==> src/rtl/arbiter_rr4_pkg.sv <==
// Shared definitions for the four-requester round-robin arbiter:
// FSM state encoding, requester count and owner-index width.
package arbiter_rr4_pkg;

    localparam int NUM_REQ = 4;
    localparam int IDX_W   = 2;

    typedef enum logic {
        ST_IDLE  = 1'b0,
        ST_GRANT = 1'b1
    } state_t;

endpackage

==> src/rtl/arbiter_rr4_if.sv <==
// Request/grant bundle between the requesting blocks and the arbiter.
// master = requester side (drives en/req), slave = arbiter side.
interface arbiter_rr4_if;

    logic       en;
    logic [3:0] req;
    logic [3:0] gnt;
    logic [1:0] gnt_idx;
    logic       gnt_valid;
    logic       preempt;

    modport master (
        output en, req,
        input  gnt, gnt_idx, gnt_valid, preempt
    );

    modport slave (
        input  en, req,
        output gnt, gnt_idx, gnt_valid, preempt
    );

endinterface

==> src/rtl/arbiter_rr4_rr_pick4.sv <==
// Combinational round-robin search: scans cand starting at (last+1) mod 4,
// wrapping 3->0, and returns the first set bit. last itself is checked last.
module rr_pick4
    import arbiter_rr4_pkg::*;
(
    input  logic [NUM_REQ-1:0] cand,
    input  logic [IDX_W-1:0]   last,
    output logic               found,
    output logic [IDX_W-1:0]   idx
);

    logic [IDX_W-1:0] pos;

    // First candidate after the pointer wins; 2-bit add gives the wrap.
    always_comb begin
        found = 1'b0;
        idx   = '0;
        pos   = '0;
        for (int i = 1; i <= NUM_REQ; i++) begin
            pos = last + IDX_W'(i);
            if (!found && cand[pos]) begin
                found = 1'b1;
                idx   = pos;
            end
        end
    end

endmodule

==> src/rtl/arbiter_rr4.sv <==
// Four-requester round-robin arbiter with registered grants.
// A grant is held until its owner drops req; on release the next pending
// requester in round-robin order is granted at the same edge (no bubble).
// Optional build macro ARB_TIMEOUT_EN adds a hold counter that forces a
// hand-off after MAX_HOLD cycles when another requester is waiting.
module arbiter_rr4
    import arbiter_rr4_pkg::*;
#(
    parameter int MAX_HOLD = 16,
    parameter int CW       = 5
) (
    input  logic         clk,
    input  logic         reset_n,
    arbiter_rr4_if.slave arb
);

    if (MAX_HOLD < 2 || MAX_HOLD >= (1 << CW)) begin : g_bad_cfg
        $error("arbiter_rr4: MAX_HOLD must be in 2..2**CW-1");
    end

    state_t             state_q, state_d;
    logic [IDX_W-1:0]   idx_q, idx_d;
    logic [IDX_W-1:0]   last_q, last_d;
    logic [NUM_REQ-1:0] owner_oh;
    logic [NUM_REQ-1:0] cand;
    logic [IDX_W-1:0]   pick_last;
    logic [IDX_W-1:0]   pick_idx;
    logic               pick_found;

`ifdef ARB_TIMEOUT_EN
    localparam logic [CW-1:0] HOLD_LAST = CW'(MAX_HOLD - 1);
    logic [CW-1:0]      cnt_q, cnt_d;
    logic               pre_q, pre_d;
`endif

    // Build the search input: while granted, the owner is excluded and the
    // search starts just past it, so a re-request by the owner ranks last.
    always_comb begin
        owner_oh = NUM_REQ'(1) << idx_q;
        if (state_q == ST_GRANT) begin
            cand      = arb.req & ~owner_oh;
            pick_last = idx_q;
        end else begin
            cand      = arb.req;
            pick_last = last_q;
        end
    end

    rr_pick4 u_pick (
        .cand  (cand),
        .last  (pick_last),
        .found (pick_found),
        .idx   (pick_idx)
    );

    // State register: FSM state, owner index, round-robin pointer.
    always_ff @(posedge clk or negedge reset_n) begin
        if (!reset_n) begin
            state_q <= ST_IDLE;
            idx_q   <= '0;
            last_q  <= IDX_W'(NUM_REQ - 1);
`ifdef ARB_TIMEOUT_EN
            cnt_q   <= '0;
            pre_q   <= 1'b0;
`endif
        end else begin
            state_q <= state_d;
            idx_q   <= idx_d;
            last_q  <= last_d;
`ifdef ARB_TIMEOUT_EN
            cnt_q   <= cnt_d;
            pre_q   <= pre_d;
`endif
        end
    end

    // Next-state logic: grant from idle, hold, hand-off or return to idle.
    always_comb begin
        state_d = state_q;
        idx_d   = idx_q;
        last_d  = last_q;
`ifdef ARB_TIMEOUT_EN
        cnt_d   = cnt_q;
        pre_d   = 1'b0;
`endif
        case (state_q)
            ST_IDLE: begin
                if (arb.en && pick_found) begin
                    state_d = ST_GRANT;
                    idx_d   = pick_idx;
`ifdef ARB_TIMEOUT_EN
                    cnt_d   = '0;
`endif
                end
            end
            ST_GRANT: begin
                if (!arb.req[idx_q]) begin
                    last_d = idx_q;
                    if (arb.en && pick_found) begin
                        idx_d = pick_idx;
`ifdef ARB_TIMEOUT_EN
                        cnt_d = '0;
`endif
                    end else begin
                        state_d = ST_IDLE;
                        idx_d   = '0;
                    end
                end
`ifdef ARB_TIMEOUT_EN
                else if (cnt_q == HOLD_LAST) begin
                    if (arb.en && pick_found) begin
                        last_d = idx_q;
                        idx_d  = pick_idx;
                        cnt_d  = '0;
                        pre_d  = 1'b1;
                    end
                end else begin
                    cnt_d = cnt_q + 1'b1;
                end
`endif
            end
            default: begin
                state_d = ST_IDLE;
                idx_d   = '0;
            end
        endcase
    end

    // Outputs decode purely from registers, so they change only at edges.
    always_comb begin
        arb.gnt_valid = (state_q == ST_GRANT);
        arb.gnt_idx   = idx_q;
        arb.gnt       = (state_q == ST_GRANT) ? (NUM_REQ'(1) << idx_q) : '0;
`ifdef ARB_TIMEOUT_EN
        arb.preempt   = pre_q;
`else
        arb.preempt   = 1'b0;
`endif
    end

endmodule

==> src/flat_wrapper.sv <==
// flat-port wrapper written by rule: the top's interface ports become plain ports
module arbiter_rr4_flat import arbiter_rr4_pkg::*;
#(
    parameter int MAX_HOLD = 16,
    parameter int CW       = 5
)
  (clk, reset_n, arb_en, arb_req, arb_gnt, arb_gnt_idx, arb_gnt_valid, arb_preempt);
  arbiter_rr4_if arb_i ();
  input  logic clk;
  input  logic reset_n;
  input wire logic [$bits(arb_i.en)-1:0] arb_en;
  input wire logic [$bits(arb_i.req)-1:0] arb_req;
  output wire logic [$bits(arb_i.gnt)-1:0] arb_gnt;
  output wire logic [$bits(arb_i.gnt_idx)-1:0] arb_gnt_idx;
  output wire logic [$bits(arb_i.gnt_valid)-1:0] arb_gnt_valid;
  output wire logic [$bits(arb_i.preempt)-1:0] arb_preempt;
  assign arb_i.en = arb_en;
  assign arb_i.req = arb_req;
  assign arb_gnt = arb_i.gnt;
  assign arb_gnt_idx = arb_i.gnt_idx;
  assign arb_gnt_valid = arb_i.gnt_valid;
  assign arb_preempt = arb_i.preempt;
  arbiter_rr4 #(.MAX_HOLD(MAX_HOLD), .CW(CW)) u_core (.clk(clk), .reset_n(reset_n), .arb(arb_i));
endmodule
==> config.mk <==
export PLATFORM = sky130hd
export DESIGN_NAME = arbiter_rr4_flat
export DESIGN_NICKNAME = d
export VERILOG_FILES = /design/src/rtl/arbiter_rr4_pkg.sv /design/src/rtl/arbiter_rr4_if.sv /design/src/rtl/arbiter_rr4_rr_pick4.sv /design/src/rtl/arbiter_rr4.sv /design/src/flat_wrapper.sv
export SDC_FILE = /design/constraint.sdc
export NUM_CORES = 1
export LEC_CHECK = 0
export BUFFER_PORTS_ARGS = -buffer_cell sky130_fd_sc_hd__buf_2
export CORE_AREA = 2 2 41 43
export DETAILED_ROUTE_END_ITERATION = 16
export DIE_AREA = 0 0 43 45
export GPL_TIMING_DRIVEN = 0
export SLEW_MARGIN = 30
export SYNTH_ARGS = -nofsm -noshare
export SYNTH_HDL_FRONTEND = slang
export SYNTH_SLANG_ARGS = --single-unit
==> constraint.sdc <==
create_clock -name clk -period 2.45 [get_ports clk]
set_input_delay 0.49 -clock clk [delete_from_list [all_inputs] [get_ports clk]]
set_output_delay 0.49 -clock clk [all_outputs]
set_load 0.01 [all_outputs]
# Word-level counts from Yosys, hierarchy flattened
# Cells that the tools add are included.
# classes
addsub	3
n_mux	28
shift	1
eq_ne	2
n_bitwise	4
reduce_logical	9
n_lt_le_gt_ge	5
# op_table
cell	n
2-bit 2-to-1 mux	8
2-bit by 3-bit less-than comparator with 1-bit output (second input constant)	5
1-bit 2-to-1 mux	11
1-bit binary-select mux with 2-bit select	5
4-bit 2-to-1 mux	2
2-bit adder (second input constant)	2
4-bit bitwise AND	1
1-bit logical AND	4
4-bit NOT	1
2-bit case mux with 2 select lines	1
2-bit AND reduction	2
1-bit by 2-bit << shifter with 4-bit output (first input constant)	1
1-bit zero test	3
2-bit by 1-bit adder with 2-bit output (second input constant)	1
2-bit by 1-bit inequality test with 1-bit output (second input constant)	1
2-bit inequality test (second input constant)	1
1-bit NOT	2
1-bit case mux with 2 select lines	1
# totals
word_cells	55
reg_bits	5
output_inout_bits	8

# Logic depth before layout (Yosys ltp)
# Gate-level depths: netlist of run 1.
# logic_depth
depth_word	20
depth_mapped	6
depth_no_buf	5

# Hierarchy
# A second synthesis of run 1 with hierarchy kept.
# unflattened
hier_cells	57
hier_area_um2	474.2
# by_module_without_submodules
mod	seq_area_each_um2	n_inst	area_per_inst_um2	cells_per_inst
arbiter_rr4	127.6	1	382.9	43
rr_pick4	0.0	1	91.3	14

# Least setup slack after synthesis of run 1
# Ideal clock, no wire load.
# synth_timing
path_kind	flip-flop to flip-flop
startpoint	register u_core.last_q[0]
endpoint	register u_core.idx_q[1], in the netlist u_core.arb.gnt_idx[1]
n_path_buf	0
setup_time_ns	0.079
period_less_slack_ns	1.786
stages_incl_launch_ff	6
arrival_ns	1.707
path_slack_ns	0.664
path_cell_list	dfstp_2 -> mux2_1 -> a22o_4 -> o31ai_4 -> nand2b_4 -> mux2i_1
# synth_between
elab_chain_len	18
# synth_rtl
element	line_no	rtl
start: declaration	arbiter_rr4.sv:23	logic [IDX_W-1:0] last_q, last_d;
start signal: assignment	arbiter_rr4.sv:61	last_q <= IDX_W'(NUM_REQ - 1);
start signal: assignment	arbiter_rr4.sv:69	last_q <= last_d;
2-bit 2-to-1 mux *	arbiter_rr4.sv:40	if (state_q == ST_GRANT) begin
2-bit by 1-bit adder with 2-bit output	arbiter_rr4_rr_pick4.sv:20	pos = last + IDX_W'(i);
1-bit binary-select mux with 2-bit select	arbiter_rr4_rr_pick4.sv:21	if (!found && cand[pos]) begin
1-bit 2-to-1 mux (implied by the code)	arbiter_rr4_rr_pick4.sv:21	
1-bit 2-to-1 mux	arbiter_rr4_rr_pick4.sv:21	
1-bit zero test	arbiter_rr4_rr_pick4.sv:21	
1-bit logical AND	arbiter_rr4_rr_pick4.sv:21	
1-bit 2-to-1 mux	arbiter_rr4_rr_pick4.sv:21	
(+2 left out)	-	
1-bit 2-to-1 mux	arbiter_rr4_rr_pick4.sv:21	
1-bit zero test	arbiter_rr4_rr_pick4.sv:21	
1-bit logical AND	arbiter_rr4_rr_pick4.sv:21	
1-bit 2-to-1 mux	arbiter_rr4_rr_pick4.sv:21	
1-bit logical AND	arbiter_rr4.sv:88, arbiter_rr4.sv:99	
2-bit 2-to-1 mux	arbiter_rr4.sv:99	if (arb.en && pick_found) begin
2-bit 2-to-1 mux	arbiter_rr4.sv:97	if (!arb.req[idx_q]) begin
2-bit case mux with 2 select lines	arbiter_rr4.sv:86	case (state_q)
end signal: assignment	arbiter_rr4.sv:68	idx_q <= idx_d;
end: declaration	arbiter_rr4.sv:22	logic [IDX_W-1:0] idx_q, idx_d;
# Mark *: on every way between the ends. The rest lies on a longest branch, timed or not. The select of a mux whose other input is x is not followed.
# A chain may end at the register's enable or synchronous reset.

# Worst setup path after layout of run 1
# Same ends and word-level chain as after synthesis.

==> summary.txt, run 1 <==
STA
  – Setup TNS: 0 ns
  – Clock skew: 0.00165 ns
  – Final Hold Viols: 0
  – RSZ-0062 raised after global routing: false
  – Worst Max-Slew Pin Slew: 0.512 ns
  – Final min period: 1.92 ns
  – Setup violators final: 0
  – Peak Freq: 522 MHz
  – Final Max Slew Viols: 0
  – Tcrit/Tclk final: 0.782
  – Rel. slew slack: 0.649

CTS
  – CTS Root Buffer Type: clkbuf_4
  – CTS tree: yes
  – Cts hold-fix bufs: 0
  – PostCTS Resize Cnt: 0
  – H-tree levels: 1
  – Max Root-Sink Buffers: 2
  – Num CTS Buffers: 3
  – CTS sink count: 5
  – Clock-pin transition on the worst setup and hold timing paths: 0.04 ns
  – Skew-Pair Late Insertion Delay: 0.25 ns
  – Setup Buffers After CTS: 0

GRT
  – Vias in the first global route: 440
  – Total track usage: 0.141
  – Largest net degree at the start of global routing: 11
  – Grt total ovfl: 0
  – Antenna violations before repair: 0
  – First-pass GRT wire length: 1.93 mm

Final layout
  – Finished Layout Cells: 94
  – Fill cell count: 155
  – Area growth from synthesis to layout: 20.3%
  – Final Instance Area: 659 um^2
  – Fraction of final layout cells sized beyond drive strength 1: 0.321
  – Antenna diodes: 0
  – Final nets: 86

Synth
  – Most used DFF post-synth: dfrtp_1
  – Most common cell in the netlist: mux2i_1
  – Top-area cell type share of the netlist area: 0.146
  – Fraction of registers with async set/reset: 1.00
  – Syn_area_per_cell: 8.98 um^2
  – Yosys cell types: 31
  – Mapped Nets: 68
  – Main area contributors after synthesis: mux2i_1 15%, dfrtp_1 14%, dfstp_2 9.6%
  – Synth warnings: 0
  – Syn Inst Count: 61
  – Synth Register Bits: 5
  – Area leader, netlist: mux2i_1
  – Post-synth EDFFs: 0
  – Post-synthesis sequential area ratio: 0.233
  – Most common library cells after synthesis: 8 x mux2i_1, 6 x nand2_1, 5 x inv_1, 5 x nor2_1
  – Mapped cell area: 548 um^2

Placement
  – HPWL Detailed: 941 um
  – Port buffer count: 13
  – Dpl cells: 90
  – Final Wtd Congestion: 0.786
  – Post-DP Area: 633 um^2

Status
  – Status: finished, final reports clean

Worst setup path
  – Crit start category: flop
  – CP Buf/Inv Count: 0
  – R2R Setup Slk: 0.53 ns
  – Critical path data required time: 2.62 ns
  – Critical path's slowest cell: dfstp_2
  – CP max stage delay: 0.58 ns
  – Crit-path leading delay family: flip-flops
  – Crit path capture type: flop
  – Arr. time, crit path: 2.08 ns
  – Crit-path max FO: 6
  – CP Class: reg -> reg
  – Critical-path cell list: mux2_1, a22o_4, o31ai_4, nand2b_4, mux2i_1

Worst hold path
  – Hold WC Path Type: in -> async

Flow run
  – Max-cap viol count: 0

Die
  – Core ar.: 1470 um^2
  – Die Ht: 45 um
  – Cell Rows: 14
  – Die X: 43 um
  – Ports: 15
  – Initial core utilization: 0.372
  – Die Footprint: 1940 um^2

Pwr
  – VDD IR max: 0.451 mV
  – Final Total Pwr: 0.000781 W
  – Power Density: 1180 nW/um^2
  – Static Leak: 0.335 nW

Routing
  – Total Wirelength: 1.19 mm
  – Wire length per cell: 12.6 um
  – Initial DRC count: 22
  – Post-route DRC: 0
  – Vias per inst: 5.52
  – Via count: 519
  – Detailed Routing Iterations Pass 1: 4
  – Post-route ant nets: 0
==> layout make-up <==
type	count	area (um^2)	area share
inverter	5	18.8	0.0285
sequential	5	128	0.194
timing repair buffer	13	65.1	0.0987
multi-input combinational	48	378	0.573
tap	16	20.0	0.0304
buffer	3	23.8	0.0361
clock buffer	4	26.3	0.0398
==> power breakdown <==
group	internal, W	switching [W]
sequential	0.000131	0.0000494
clock	0.0000616	0.0000344
combinational	0.000241	0.000263
==> flip-flops by register name (all words and copies together), names as in the netlist <==
name                  flops
u_core.last_q             2
u_core.arb.gnt_idx        2
u_core.arb.gnt_valid      1
==> routing by layer <==
layer	up-vias	track usage	routed length, um
met2	16	0.200	568
met3	4	0.0600	57
met5	-	0	0
li1	261	-	-
met4	0	0.0727	24
met1	238	0.182	537
==> cell families (layout without fill, tap and decap cells) <==
| group | after synthesis | count (layout) | share of synthesized area |
|---|---|---|---|
| buffers and inverters | 8 | 25 | 0.0776 |
| AND/OR/NAND/NOR | 20 | 20 | 0.203 |
| AO/OA/AOI/OAI | 15 | 15 | 0.244 |
| other | 1 | 1 | 0.00684 |
| multiplexers | 12 | 12 | 0.235 |
| flip-flops | 5 | 5 | 0.233 |
==> metrics by stage <==
stage	setup slack, ns	utilization	hold WS, ns
2_1_floorplan	0.664	-	0.194
3_5_place_dp	0.484	0.430	0.306
4_1_cts	0.499	0.448	0.0397
5_1_grt	0.427	0.448	0.0365
6_report	0.533	0.448	0.0443
3_3_place_gp	0.503	0.430	0.304
==> path summary, 6_finish.rpt <==
check / startpoint / end / depth (start not counted)
worst max-delay path: u_core.last_q[0] / u_core.arb.gnt_idx[1] / 5
worst min-delay path: reset_n / u_core.arb.gnt_valid / 1
worst max register to register: u_core.last_q[0] / u_core.arb.gnt_idx[1] / 5
worst min register to register: u_core.arb.gnt_idx[0] / u_core.last_q[0] / 2
max in group asynchronous: reset_n / u_core.last_q[1] / 1
min in group clk: arb_en / u_core.arb.gnt_valid / 3
==> cell usage in the layout, fill, tap and decap left out <==
cell type  Yosys  routed
a22o_4         1       1
and2_1         2       2
nand4bb_1      1       1
mux2_4         1       1
dfstp_2        2       2
a21o_1         1       1
nor2_1         5       5
nor3_1         1       1
conb_1         1       1
mux2_1         3       3
nand2b_1       1       1
o211a_1        1       1
inv_1          5       5
clkbuf_1       0       1
o221ai_1       2       2
o22ai_1        2       2
dfrtp_1        3       3
clkbuf_4       0       3
o31ai_4        1       1
mux2i_1        8       8
buf_4          1       1
and3_1         1       1
nand2b_4       1       1
buf_6          1       1
nand4b_1       1       1
a221oi_1       2       2
o21ai_0        1       1
o21a_1         1       1
a21oi_1        2       2
nand2_1        6       6
o211ai_1       1       1
buf_2          1      14
nor2b_1        1       1
Power figures use the tool's default switching activity.
==> run 2: changes to the inputs <==
--- a/config.mk
+++ b/config.mk
@@ -5,10 +5,11 @@
 export SDC_FILE = /design/constraint.sdc
 export NUM_CORES = 1
 export LEC_CHECK = 0
+export ABC_AREA = 1
 export BUFFER_PORTS_ARGS = -buffer_cell sky130_fd_sc_hd__buf_2
-export CORE_AREA = 2 2 41 43
+export CORE_AREA = 2 2 44 46
 export DETAILED_ROUTE_END_ITERATION = 16
-export DIE_AREA = 0 0 43 45
+export DIE_AREA = 0 0 46 48
 export GPL_TIMING_DRIVEN = 0
 export SLEW_MARGIN = 30
 export SYNTH_ARGS = -nofsm -noshare
==> constraint.sdc (replaced) <==
create_clock -name clk -period 1.6 [get_ports clk]
set_input_delay 0.32 -clock clk [delete_from_list [all_inputs] [get_ports clk]]
set_output_delay 0.32 -clock clk [all_outputs]
set_load 0.01 [all_outputs]
==> summary.txt, run 2 <==
Status
  – Status: finished, violations left
  – Failing checks: setup timing

Final layout
  – Fraction of final layout cells sized beyond drive strength 1: 0.417 (+0.0968)
  – Antenna diodes: 0 (unchanged)
  – Fin util: 0.533 (+0.0852)
  – Area growth from synthesis to layout: 39.5%
  – Final nets: 147 (+71%)
  – Most frequent cells in the layout: 31 x nand2_1, 16 x nand3_1, 13 x buf_2
  – Commonest non-fill, non-tap cell in the layout: nand2_1
  – Fill cell count: 191 (+23%)

CTS
  – Max Root-Sink Buffers: 2 (unchanged)
  – CTS sink count: 5 (unchanged)
  – Skew-Pair Late Insertion Delay: 0.24 ns (about the same)
  – CTS Root Buffer Type: clkbuf_4
  – CTS tree: yes
  – H-tree levels: 1 (unchanged)
  – Clock-pin transition on the worst setup and hold timing paths: 0.04 ns (about the same)
  – Num CTS Buffers: 3 (unchanged)

GRT
  – Total track usage: 0.183 (+0.0418)
  – Grt total ovfl: 0 (unchanged)
  – Antenna violations before repair: 0 (unchanged)
  – Vias in the first global route: 697 (+58%)
  – First-pass GRT wire length: 2.88 mm (+50%)
  – Largest net degree at the start of global routing: 9 (-2)

Worst setup path
  – R2R Setup Slk: -0.09 ns (-0.62 ns)
  – Critical-path cell list: buf_6, nand2_1, nand2_4, nand2_2, nand2_2, nor2_4, nor2_4, nand4_2, nor2_1, nor2_1, nand2_1, nand2_1
  – Crit-path leading delay family: simple AND/OR/NAND/NOR gates
  – CP max stage delay: 0.39 ns (-0.19 ns)
  – Crit path launch: u_core.arb.gnt_valid
  – CP Buf/Inv Count: 1 (+1)
  – Crit-path max FO: 8 (+2)
  – CP Class: reg -> reg
  – Arr. time, crit path: 1.82 ns (-0.26 ns)
  – Most frequent CP cell: nand2_1
  – Crit path capture type: flop
  – Critical path data required time: 1.73 ns (-0.89 ns)
  – Crit start category: flop
  – Critical path's slowest cell: dfrtp_1
  – R2r startpoint: u_core.arb.gnt_valid

STA
  – Final Max Slew Viols: 0 (unchanged)
  – Peak Freq: 591 MHz (+13%)
  – Slack of the critical path: -0.0919 ns (-0.625 ns)
  – Setup violators final: 2 (+2)
  – Tcrit/Tclk final: 1.06 (+0.275)
  – Hold_ws: 0.344 ns (+0.299 ns)
  – Clock skew: 0.00500 ns (+0.00336 ns)
  – RSZ-0062 raised after global routing: true
  – Final min period: 1.69 ns (-0.225 ns)
  – Final Hold Viols: 0 (unchanged)

Synth
  – XOR/XNOR Fraction of Synth Area: 0 (unchanged)
  – Most used DFF post-synth: dfrtp_1
  – Mapped cell area: 646 um^2 (+18%)
  – Synth warnings: 0 (unchanged)
  – Simple-Gate Fraction of Synth Area: 0.612 (+0.409)
  – Main area contributors after synthesis: nand2_1 24%, nand3_1 12%, dfrtp_1 12%
  – Synth Area in Compound Gates: 0.0581 (-0.186)
  – Area leader, netlist: nand2_1
  – Fraction of registers with async set/reset: 1.00 (unchanged)
  – Mapped Nets: 118 (+74%)
  – Synth Register Bits: 5 (unchanged)
  – Post-synth EDFFs: 0 (unchanged)
  – Top-area cell type share of the netlist area: 0.238 (+0.0923)
  – Most common library cells after synthesis: 41 x nand2_1, 16 x nand3_1, 13 x inv_1
  – Syn Inst Count: 111 (+82%)
  – Adder-Cell Fraction of Synth Area: 0 (unchanged)
  – Syn_area_per_cell: 5.82 um^2 (-35%)
  – Post-synthesis sequential area ratio: 0.198 (-0.0352)
  – Yosys cell types: 22 (-29%)
  – Largest family of logic cells by synthesized area: simple AND/OR/NAND/NOR gates
  – Most common cell in the netlist: nand2_1
  – Multiplexer share of the synthesized area: 0 (-0.235)

Die
  – Die X: 46 um (+7.0%)
  – Die Footprint: 2210 um^2 (+14%)
  – Ports: 15 (unchanged)
  – Die Ht: 48 um (+6.7%)
  – Core ar.: 1690 um^2 (+15%)
  – Initial core utilization: 0.382 (+0.00977)
  – Cell Rows: 15 (+1)

Routing
  – Total Wirelength: 1.79 mm (+51%)
  – Wire length per cell: 11.5 um (-9.2%)
  – Vias per inst: 5.16 (-6.5%)
  – Via count: 805 (+55%)
  – Initial DRC count: 22 (unchanged)
  – Post-route ant nets: 0 (unchanged)
  – Post-route DRC: 0 (unchanged)
  – Detailed Routing Iterations Pass 1: 4 (unchanged)

Pwr
  – Clock Power Share: 0.064 (-0.059)
  – Part of the power in registers: 0.123 (-0.108)
  – Power Density: 2510 nW/um^2 (+110%)
  – Sw power: 0.00127 W (+260%)
  – Switch share: 0.559 (+0.115)
  – VDD IR max: 1.10 mV (+140%)
  – Static Leak: 0.527 nW (+57%)
  – P_int: 0.000997 W (+130%)
  – Comb pwr share: 0.812 (+0.166)

Flow run
  – Max-cap viol count: 0 (unchanged)

Worst hold path
  – Worst hold start: arb_en
  – Hold WC Path Type: in -> reg

Placement
  – Final Wtd Congestion: 0.786 (about the same)
  – Port buffer count: 13 (unchanged)
  – HPWL Detailed: 1.23 mm (+31%)
run 2: cell count changes after synthesis, moves of 3 or more:
cell,delta
inv_1,+8
nand2_1,+35
nand3_1,+16
nand2_2,+4
mux2_1,-3
mux2i_1,-8
run 2: final timing paths:
path,end,cells after the start
max,u_core.arb.gnt_idx[1],12
min,u_core.arb.gnt_valid,3
max reg2reg,u_core.arb.gnt_idx[1],12
min reg2reg,u_core.last_q[1],2
max in group asynchronous,u_core.last_q[1],2
min in group asynchronous,u_core.arb.gnt_valid,2
run 2: cells by family (layout without fill, tap and decap cells):
kind of cell | Yosys count | count (layout)
buf+inv | 18 | 45
simple gates | 80 | 81
flops | 5 | 5
compound gates | 7 | 7
other cells | 1 | 1
run 2: timing repair:
item,4_1_cts,5_1_grt
resized for setup,18,2
buffers inserted,6,2
pin swaps,6,0
cloned,2,0
endpoints found under the hold margin,3,0
hold buffers,1,0
setup endpoints to repair,3,4
run 2: layer usage:
metal,GRT usage,vias up,wire (um)
li1,-,407,-
met1,0.237,381,823
met2,0.294,17,909
met3,0.0491,0,59
met4,0.0571,0,0
met5,0,-,0
run 2: worst min-delay path: cells and delay by family:
| kind | cells | cell delay (ns) |
|---|---|---|
| and+or+nand+nor | 2 | 0.13 |
| buffers and inverters | 1 | 0.10 |
run 2: final cells by class:
type	count	area, um^2	share of cell area
Multi-Input combinational cell	89	498	0.553
Buffer	2	18.8	0.0208
Sequential cell	5	129	0.143
Clock buffer	4	26.3	0.0292
Timing Repair Buffer	23	143	0.158
Inverter	16	65.1	0.0722
Tap cell	17	21.3	0.0236
run 2: metrics by stage:
stage | TNS (ns) | cell area, um^2 | total power (W) | setup WS (ns) | instances
3_3_place_gp | -0.187 | 732 | 0.00169 | -0.0965 | 141
4_1_cts | -0.149 | 883 | 0.00222 | -0.0793 | 154
2_1_floorplan | 0 | 646 | 0.00140 | 0.0138 | 111
6_report | -0.172 | 901 | 0.00226 | -0.0919 | 156
5_1_grt | -0.509 | 901 | 0.00248 | -0.220 | 156
3_5_place_dp | -0.263 | 732 | 0.00170 | -0.136 | 141
run 2: power by group through the flow:
stage	logic (W)	registers, W	clock network [W]
2_1_floorplan	0.00114	0.000265	0
3_3_place_gp	0.00142	0.000262	0
3_5_place_dp	0.00144	0.000263	0
4_1_cts	0.00179	0.000277	0.000152
5_1_grt	0.00204	0.000288	0.000159
6_report	0.00184	0.000279	0.000145
